===== src/rtl/fifo_write_arbiter.sv =====
// fifo_write_arbiter: shares the write port of a flagless FIFO between two
// producers, sequences single-consumer reads, tracks occupancy and drains
// the FIFO on a flush request.
//
// Optional feature macro: FIFO_ARB_FIXED_PRIO_EN
//   defined   -> producer A always wins a simultaneous request.
//   undefined -> round-robin tie-break on the last winner (default).
//
// state    | meaning
// ST_RUN   | normal operation: arbitrate writes, serve pops, track COUNT
// ST_FLUSH | drain: one read per cycle until COUNT is 0, no grants, POP ignored

module fifo_write_arbiter #(
  parameter int DATA_W = 8,
  parameter int DEPTH  = 8,
  parameter int CNT_W  = 4
) (
  input  logic              clk_i,
  input  logic              rst_i,
  input  logic              req_a_i,
  input  logic              req_b_i,
  input  logic [DATA_W-1:0] data_a_i,
  input  logic [DATA_W-1:0] data_b_i,
  output logic              gnt_a_o,
  output logic              gnt_b_o,
  input  logic              pop_i,
  output logic              pop_ack_o,
  input  logic              flush_i,
  output logic              wen_o,
  output logic [DATA_W-1:0] write_data_o,
  output logic              ren_o,
  output logic [CNT_W-1:0]  count_o,
  output logic              full_o,
  output logic              empty_o,
  output logic              busy_o
);

  localparam logic [CNT_W-1:0] DEPTH_C = CNT_W'(DEPTH);

  typedef enum logic {ST_RUN, ST_FLUSH} state_t;

  state_t              state_q, state_d;
  logic                gnt_a_q, gnt_a_d;
  logic                gnt_b_q, gnt_b_d;
  logic                wen_q, wen_d;
  logic [DATA_W-1:0]   wdata_q, wdata_d;
  logic                ren_q, ren_d;
  logic                pop_ack_q, pop_ack_d;
  logic [CNT_W-1:0]    count_q, count_d;

  logic                wr_room;
  logic                rd_avail;
  logic                pick_a;
  logic                pick_b;
  logic                do_wr;
  logic                do_rd;

  // Eligibility uses the pre-edge count only; a same-cycle pop never frees
  // a slot and a same-cycle write never makes an empty FIFO poppable.
  assign wr_room  = (count_q < DEPTH_C);
  assign rd_avail = (count_q != '0);

`ifdef FIFO_ARB_FIXED_PRIO_EN
  assign pick_a = wr_room && req_a_i;
`else
  // last_q: 1 = B won most recently, so A takes the next tie.
  logic last_q, last_d;
  assign pick_a = wr_room && req_a_i && (!req_b_i || last_q);
`endif
  assign pick_b = wr_room && req_b_i && !pick_a;

  assign do_wr = pick_a || pick_b;
  assign do_rd = pop_i && rd_avail;

  // Next-state and next-output computation for both states.
  always_comb begin
    state_d   = state_q;
    gnt_a_d   = 1'b0;
    gnt_b_d   = 1'b0;
    wen_d     = 1'b0;
    wdata_d   = wdata_q;
    ren_d     = 1'b0;
    pop_ack_d = 1'b0;
    count_d   = count_q;
`ifndef FIFO_ARB_FIXED_PRIO_EN
    last_d    = last_q;
`endif
    case (state_q)
      ST_RUN: begin
        if (pick_a) begin
          gnt_a_d = 1'b1;
          wen_d   = 1'b1;
          wdata_d = data_a_i;
`ifndef FIFO_ARB_FIXED_PRIO_EN
          last_d  = 1'b0;
`endif
        end else if (pick_b) begin
          gnt_b_d = 1'b1;
          wen_d   = 1'b1;
          wdata_d = data_b_i;
`ifndef FIFO_ARB_FIXED_PRIO_EN
          last_d  = 1'b1;
`endif
        end
        if (do_rd) begin
          ren_d     = 1'b1;
          pop_ack_d = 1'b1;
        end
        count_d = count_q + CNT_W'(do_wr) - CNT_W'(do_rd);
        if (flush_i) state_d = ST_FLUSH;
      end
      ST_FLUSH: begin
        if (rd_avail) begin
          ren_d   = 1'b1;
          count_d = count_q - 1'b1;
        end
        // Leave when already empty or when this edge takes the last word.
        if (count_q <= CNT_W'(1)) state_d = ST_RUN;
      end
      default: state_d = ST_RUN;
    endcase
  end

  // State and registered outputs; async reset abandons FIFO contents.
  always_ff @(posedge clk_i or posedge rst_i) begin
    if (rst_i) begin
      state_q   <= ST_RUN;
      gnt_a_q   <= 1'b0;
      gnt_b_q   <= 1'b0;
      wen_q     <= 1'b0;
      wdata_q   <= '0;
      ren_q     <= 1'b0;
      pop_ack_q <= 1'b0;
      count_q   <= '0;
`ifndef FIFO_ARB_FIXED_PRIO_EN
      last_q    <= 1'b1;
`endif
    end else begin
      state_q   <= state_d;
      gnt_a_q   <= gnt_a_d;
      gnt_b_q   <= gnt_b_d;
      wen_q     <= wen_d;
      wdata_q   <= wdata_d;
      ren_q     <= ren_d;
      pop_ack_q <= pop_ack_d;
      count_q   <= count_d;
`ifndef FIFO_ARB_FIXED_PRIO_EN
      last_q    <= last_d;
`endif
    end
  end

  assign gnt_a_o      = gnt_a_q;
  assign gnt_b_o      = gnt_b_q;
  assign wen_o        = wen_q;
  assign write_data_o = wdata_q;
  assign ren_o        = ren_q;
  assign pop_ack_o    = pop_ack_q;
  assign count_o      = count_q;
  assign full_o       = (count_q == DEPTH_C);
  assign empty_o      = (count_q == '0);
  assign busy_o       = (state_q == ST_FLUSH);

endmodule


===== config.mk =====
export PLATFORM = sky130hd
export DESIGN_NAME = fifo_write_arbiter
export DESIGN_NICKNAME = d
export VERILOG_FILES = /design/src/rtl/fifo_write_arbiter.sv
export SDC_FILE = /design/constraint.sdc
export NUM_CORES = 1
export LEC_CHECK = 0
export ABC_AREA = 1
export BUFFER_PORTS_ARGS = -buffer_cell sky130_fd_sc_hd__buf_2
export CAP_MARGIN = 20
export CELL_PAD_IN_SITES_DETAIL_PLACEMENT = 1
export CELL_PAD_IN_SITES_GLOBAL_PLACEMENT = 1
export CORE_MARGIN = 1
export CORE_UTILIZATION = 36
export CTS_BUF_LIST = sky130_fd_sc_hd__clkbuf_2 sky130_fd_sc_hd__clkbuf_4 sky130_fd_sc_hd__clkbuf_8
export CTS_CLUSTER_SIZE = 24
export DETAILED_ROUTE_END_ITERATION = 10
export PLACE_DENSITY_LB_ADDON = 0.1
export SETUP_SLACK_MARGIN = 0.05
export SYNTH_ARGS = -nofsm -noshare
export SYNTH_HDL_FRONTEND = slang
export SYNTH_SLANG_ARGS = --single-unit

===== constraint.sdc =====
create_clock -name clk_i -period 2.7 [get_ports clk_i]
set_input_delay 0.405 -clock clk_i [delete_from_list [all_inputs] [get_ports clk_i]]
set_output_delay 0.405 -clock clk_i [all_outputs]
set_load 0.05 [all_outputs]

# Word-level counts from Yosys, hierarchy flattened
# Index checks and enable logic that the tools add are counted.
[classes]
addsub = 3
n_reduce_logical = 13
eq_ne = 2
muxes = 20
n_lt_le_gt_ge = 2
n_bitwise = 1
[ops]
columns = ["op", "n"]
rows = [
  ["2-to-1 mux 8 bit", 2],
  ["2-to-1 mux 1 bit", 14],
  ["one-hot mux 4 bit (2 select lines)", 1],
  ["logical AND 1 bit", 5],
  ["adder 4 x 1 -> 4 bit", 1],
  ["equality test 4 bit (second input constant)", 1],
  ["less-or-equal comparator 4 x 1 -> 1 bit (second input constant)", 1],
  ["logical NOT 4 bit", 1],
  ["less-than comparator 4 bit (second input constant)", 1],
  ["2-to-1 mux 4 bit", 1],
  ["one-hot mux 1 bit (2 select lines)", 2],
  ["nonzero test 4 bit", 1],
  ["subtractor 4 x 1 -> 4 bit", 1],
  ["subtractor 4 x 1 -> 4 bit (second input constant)", 1],
  ["logical NOT 1 bit", 2],
  ["logical OR 1 bit", 2],
  ["inequality test 2 x 1 -> 1 bit (second input constant)", 1],
  ["AND reduction 2 bit", 1],
  ["nonzero test 2 bit", 1],
  ["inverter 1 bit", 1],
]
[word_totals]
elab_cells = 50
regBits = 19

# Logic depth before layout (Yosys ltp)
[depth]
word_depth = 9
depth_mapped = 15
mapped_depth_nobuf = 15

# Worst setup path before layout
# OpenSTA, ideal clock, no wires.
[synth_path]
path_type = "register to register"
start = "register count_q[1] (netlist: count_o[1])"
end = "register count_q[2] (netlist: count_o[2])"
setup_time_ps = 131
slack_ps = -282
path_stages_with_launch = 16
t_arrival_ps = 2850
path_buffers = 0
cell_sequence = "dfrtp_1 > inv_1 > ha_1 > nand2_1 > inv_1 > nor2_1 > ha_1 > inv_1 > ha_1 > inv_1 > fa_1 > xor2_1 > nand2_1 > o21ai_0 > nand2_1 > o21ai_0"
[synth_via]
elab_chain_cells = 9
elab_cells_between_ends = 15
[synth_lines]
columns = ["element", "line", "source"]
rows = [
  ["start, declared", "49", "logic [CNT_W-1:0] count_q, count_d;"],
  ["start signal, assigned", "146", "count_q <= count_d;"],
  ["less-than comparator 4 bit", "60", "assign wr_room = (count_q < DEPTH_C);"],
  ["logical AND 1 bit (2 in series)", "68", "assign pick_a = wr_room && req_a_i && (!req_b_i || last_q);"],
  ["logical NOT 1 bit", "70", "assign pick_b = wr_room && req_b_i && !pick_a;"],
  ["logical AND 1 bit", "70", ""],
  ["logical OR 1 bit", "72", "assign do_wr = pick_a || pick_b;"],
  ["adder 4 x 1 -> 4 bit", "109", "count_d = count_q + CNT_W'(do_wr) - CNT_W'(do_rd);"],
  ["subtractor 4 x 1 -> 4 bit", "109", ""],
  ["one-hot mux 4 bit (2 select lines)", "88", "case (state_q)"],
]
# Parallel ways exist; a longest one is shown, timed or not. The select of a mux whose other input is x is not followed.
# A chain may end at the register's enable or synchronous reset.

# Worst setup path after layout
[layout_path]
start = "register count_q[1] (netlist: count_o[1])"
end = "register count_q[1] (netlist: count_o[1])"
# The elaborated chain is that of the path after synthesis.

==> reports/qor.csv <==
stage,metric,value,unit
cts,Max Root-Sink Buffers,2,
yosys,synth unique cells,24,
place,Placed Cells,199,
global_route,global-route wire length before repair,4370,um
critical_path,Critical R2R Capture,count_o[1]$_DFFE_PP0P_,
place,number of port buffers,41,
cts,Setup Buffers After CTS,0,
yosys,Gate Count Post-Synth,130,
critical_path,CP arrival,2.61,ns
global_route,initial antenna violation count,0,
floorplanning,Die Y,57.9,um
sta,Setup Skew,0.00492,ns
layout,antenna fix cells,0,
cts,H-tree Lvls,1,
critical_path,top fanout value on the critical path,6,
layout,layout cell share with drive strength beyond 1,36.6,%
critical_path,r2r startpoint,count_o[1]$_DFFE_PP0P_,
sta,worst slew pin tran,0.726,ns
sta,TNS Setup,0,ns
place,gp weighted congestion,0.769,
sta,RSZ-0062 raised after global routing,no,
global_route,GRT Resource Usage Total,17.5,%
floorplanning,die area,3350,um^2
layout,Layout Nets,207,
critical_path,crit path kind,flip-flop to flip-flop,
sta,Final period util,89.5,%
critical_path,CP Capture Type,flip-flop,
yosys,leading area contributor after synthesis,dfrtp_1,
sta,fmax,0.414,GHz
floorplanning,Die Wd,57.9,um
route,routed length per instance,13.0,um
route,routed vias/inst,4.84,
layout,"Cell Count, Final, Fillers Out",203,
route,TritonRoute pass-1 iters,7,
flow_run,max_cap viols,0,
hold_path,Tightest Hold Check Type,primary input to asynchronous set/reset pin,
floorplanning,Starting Density,39.4,%
layout,Area Overhead vs Synth,25.8,%
cts,Worst-Skew Late Latency,0.31,ns
global_route,Congestion Overflow GR,0,
cts,Clock Pin Slew Worst Setup and Hold Paths,0.11,ns
critical_path,worst reg-to-reg path cell count,13,
yosys,"Cell Area, Synth",1120,um^2
critical_path,r2r setup slk,0.28,ns
status,violated checks,DRC,
yosys,top cell type's share of synthesized area,40.1,%
route,Routed WL,2640,um
sta,Fin. Hold Viols,0,
place,dpl hpwl,2090,um
cts,cts bufs inserted,3,
layout,"commonest non-fill, non-tap cells in the layout","buf_2 (41), nand2_1 (29), nor2_1 (17)",
yosys,register bit total from synthesis,19,
status,outcome,finished with violations,
floorplanning,core footprint,2850,um^2
yosys,sequential share of the synthesized area,42.4,%
global_route,largest net degree at the start of global routing,20,
floorplanning,# IOs,42,
yosys,"top cells by area, synth","dfrtp_1 (40%), ha_1 (12%), nand2_1 (10%), inv_1 (5.7%), nor2_1 (5.7%)",
sta,Final setup viols,0,
route,vias post-DR,982,
global_route,via count of the first global-routing pass,938,
cts,root buffer cell,clkbuf_4,
layout,"most common cell after layout, fill and taps aside",buf_2,
cts,post-cts resize count,0,
sta,relative slew slack,51.5,%
route,DR iter-0 viols,19,
yosys,Synth Net Count,164,
sta,Tmin final,2.42,ns
critical_path,"Data required, critical path",2.89,ns
floorplanning,FP Rows,19,
cts,hold buffer count at cts,0,
yosys,synthesized area per cell,8.64,um^2
yosys,synth warn,0,
route,antenna violation net count after detailed routing,0,
sta,final slew viol count,0,
critical_path,CP startpoint kind,flip-flop,
cts,TritonCTS clock tree,built,
route,Residual DRC,2,
cts,clk sinks,19,
[synthesized netlist by cell type]
cell      instances
a21oi_1           4
nor3_1            1
xnor2_1           1
inv_2             2
o211ai_1          1
a31oi_1           7
nor2_1           17
o21ai_1           1
dfrtp_1          18
dfstp_2           1
fa_1              1
buf_6             2
xor2_1            1
inv_1            17
o21ai_4           1
buf_4             1
o21ai_0           5
nor2_8            1
a31oi_2           1
nand3_2           1
a22o_1            1
nand2_1          30
ha_1             11
nand3_1           4
[layout make-up]
class	instances	area (um^2)
fill	367	1440
tap	31	38.8
inverter	19	82.6
sequential	19	482
clock buffer	3	22.5
multi-input combinational	89	578
clock inverter	1	5.00
timing repair buffer	41	205
[per-stage QoR]
step	area [um^2]	setup slack (ns)	utilization (%)	hold WS [ns]
after floorplan	1170	0.0220	-	0.355
after global placement	1390	0.320	48.6	0.482
after detailed placement	1390	0.282	48.6	0.496
after CTS	1410	0.257	49.6	0.213
after global routing	1410	0.0739	49.6	0.255
final	1410	0.282	49.6	0.198
[kinds of logic (layout without fill, tap and decap cells)]
| kind of cell | after synthesis | in the layout | share of synthesized area [%] |
|---|---|---|---|
| AO/OA/AOI/OAI | 21 | 21 | 12.4 |
| XOR/XNOR | 2 | 2 | 1.56 |
| adder cells (fa/ha/maj) | 12 | 12 | 14.0 |
| buffers and inverters | 22 | 64 | 9.02 |
| flip-flops | 19 | 19 | 42.4 |
| AND/OR/NAND/NOR | 54 | 54 | 20.6 |
[state kept, by name, indices dropped and copies added (netlist names)]
| signal | count |
|---|---|
| write_data_o | 8 |
| count_o | 4 |
| busy_o | 1 |
| gnt_a_o | 1 |
| gnt_b_o | 1 |
| last_q | 1 |
| pop_ack_o | 1 |
| ren_o | 1 |
| wen_o | 1 |
[how the worst max path moves through the flow]
stage / from / to / slack (ns) / cells past startpoint
2_1_floorplan: count_o[1]$_DFFE_PP0P_ / count_o[2]$_DFFE_PP0P_ / 0.02 / 15
3_3_place_gp: count_o[1]$_DFFE_PP0P_ / count_o[1]$_DFFE_PP0P_ / 0.32 / 13
3_5_place_dp: count_o[1]$_DFFE_PP0P_ / count_o[1]$_DFFE_PP0P_ / 0.28 / 13
4_1_cts: count_o[1]$_DFFE_PP0P_ / count_o[1]$_DFFE_PP0P_ / 0.26 / 13
5_1_grt: count_o[1]$_DFFE_PP0P_ / count_o[1]$_DFFE_PP0P_ / 0.07 / 13
6_report: count_o[1]$_DFFE_PP0P_ / count_o[1]$_DFFE_PP0P_ / 0.28 / 13
[routing by layer]
metal | up-vias | wire length (um) | global-route usage, %
met5 | - | 0 | 0
met4 | 0 | 46 | 7.14
met3 | 5 | 131 | 3.57
met2 | 28 | 1260 | 28.7
met1 | 451 | 1200 | 22.6
li1 | 498 | - | -
[worst max-delay path, cell delays in order, from the launching register on]
cell and delay, ns:
dfrtp_2 0.44, inv_4 0.07, ha_4 0.18, nand2_4 0.08, clkinvlp_4 0.10, nor2_1 0.11, ha_1 0.23, inv_1 0.06
ha_1 0.17, inv_1 0.06, fa_1 0.47, nor2_1 0.04, o21ai_0 0.16, o21ai_0 0.11
Power is left out: the tool's default activity adds up to more than one toggle a clock period on the data nets, which glitch-free logic cannot reach.
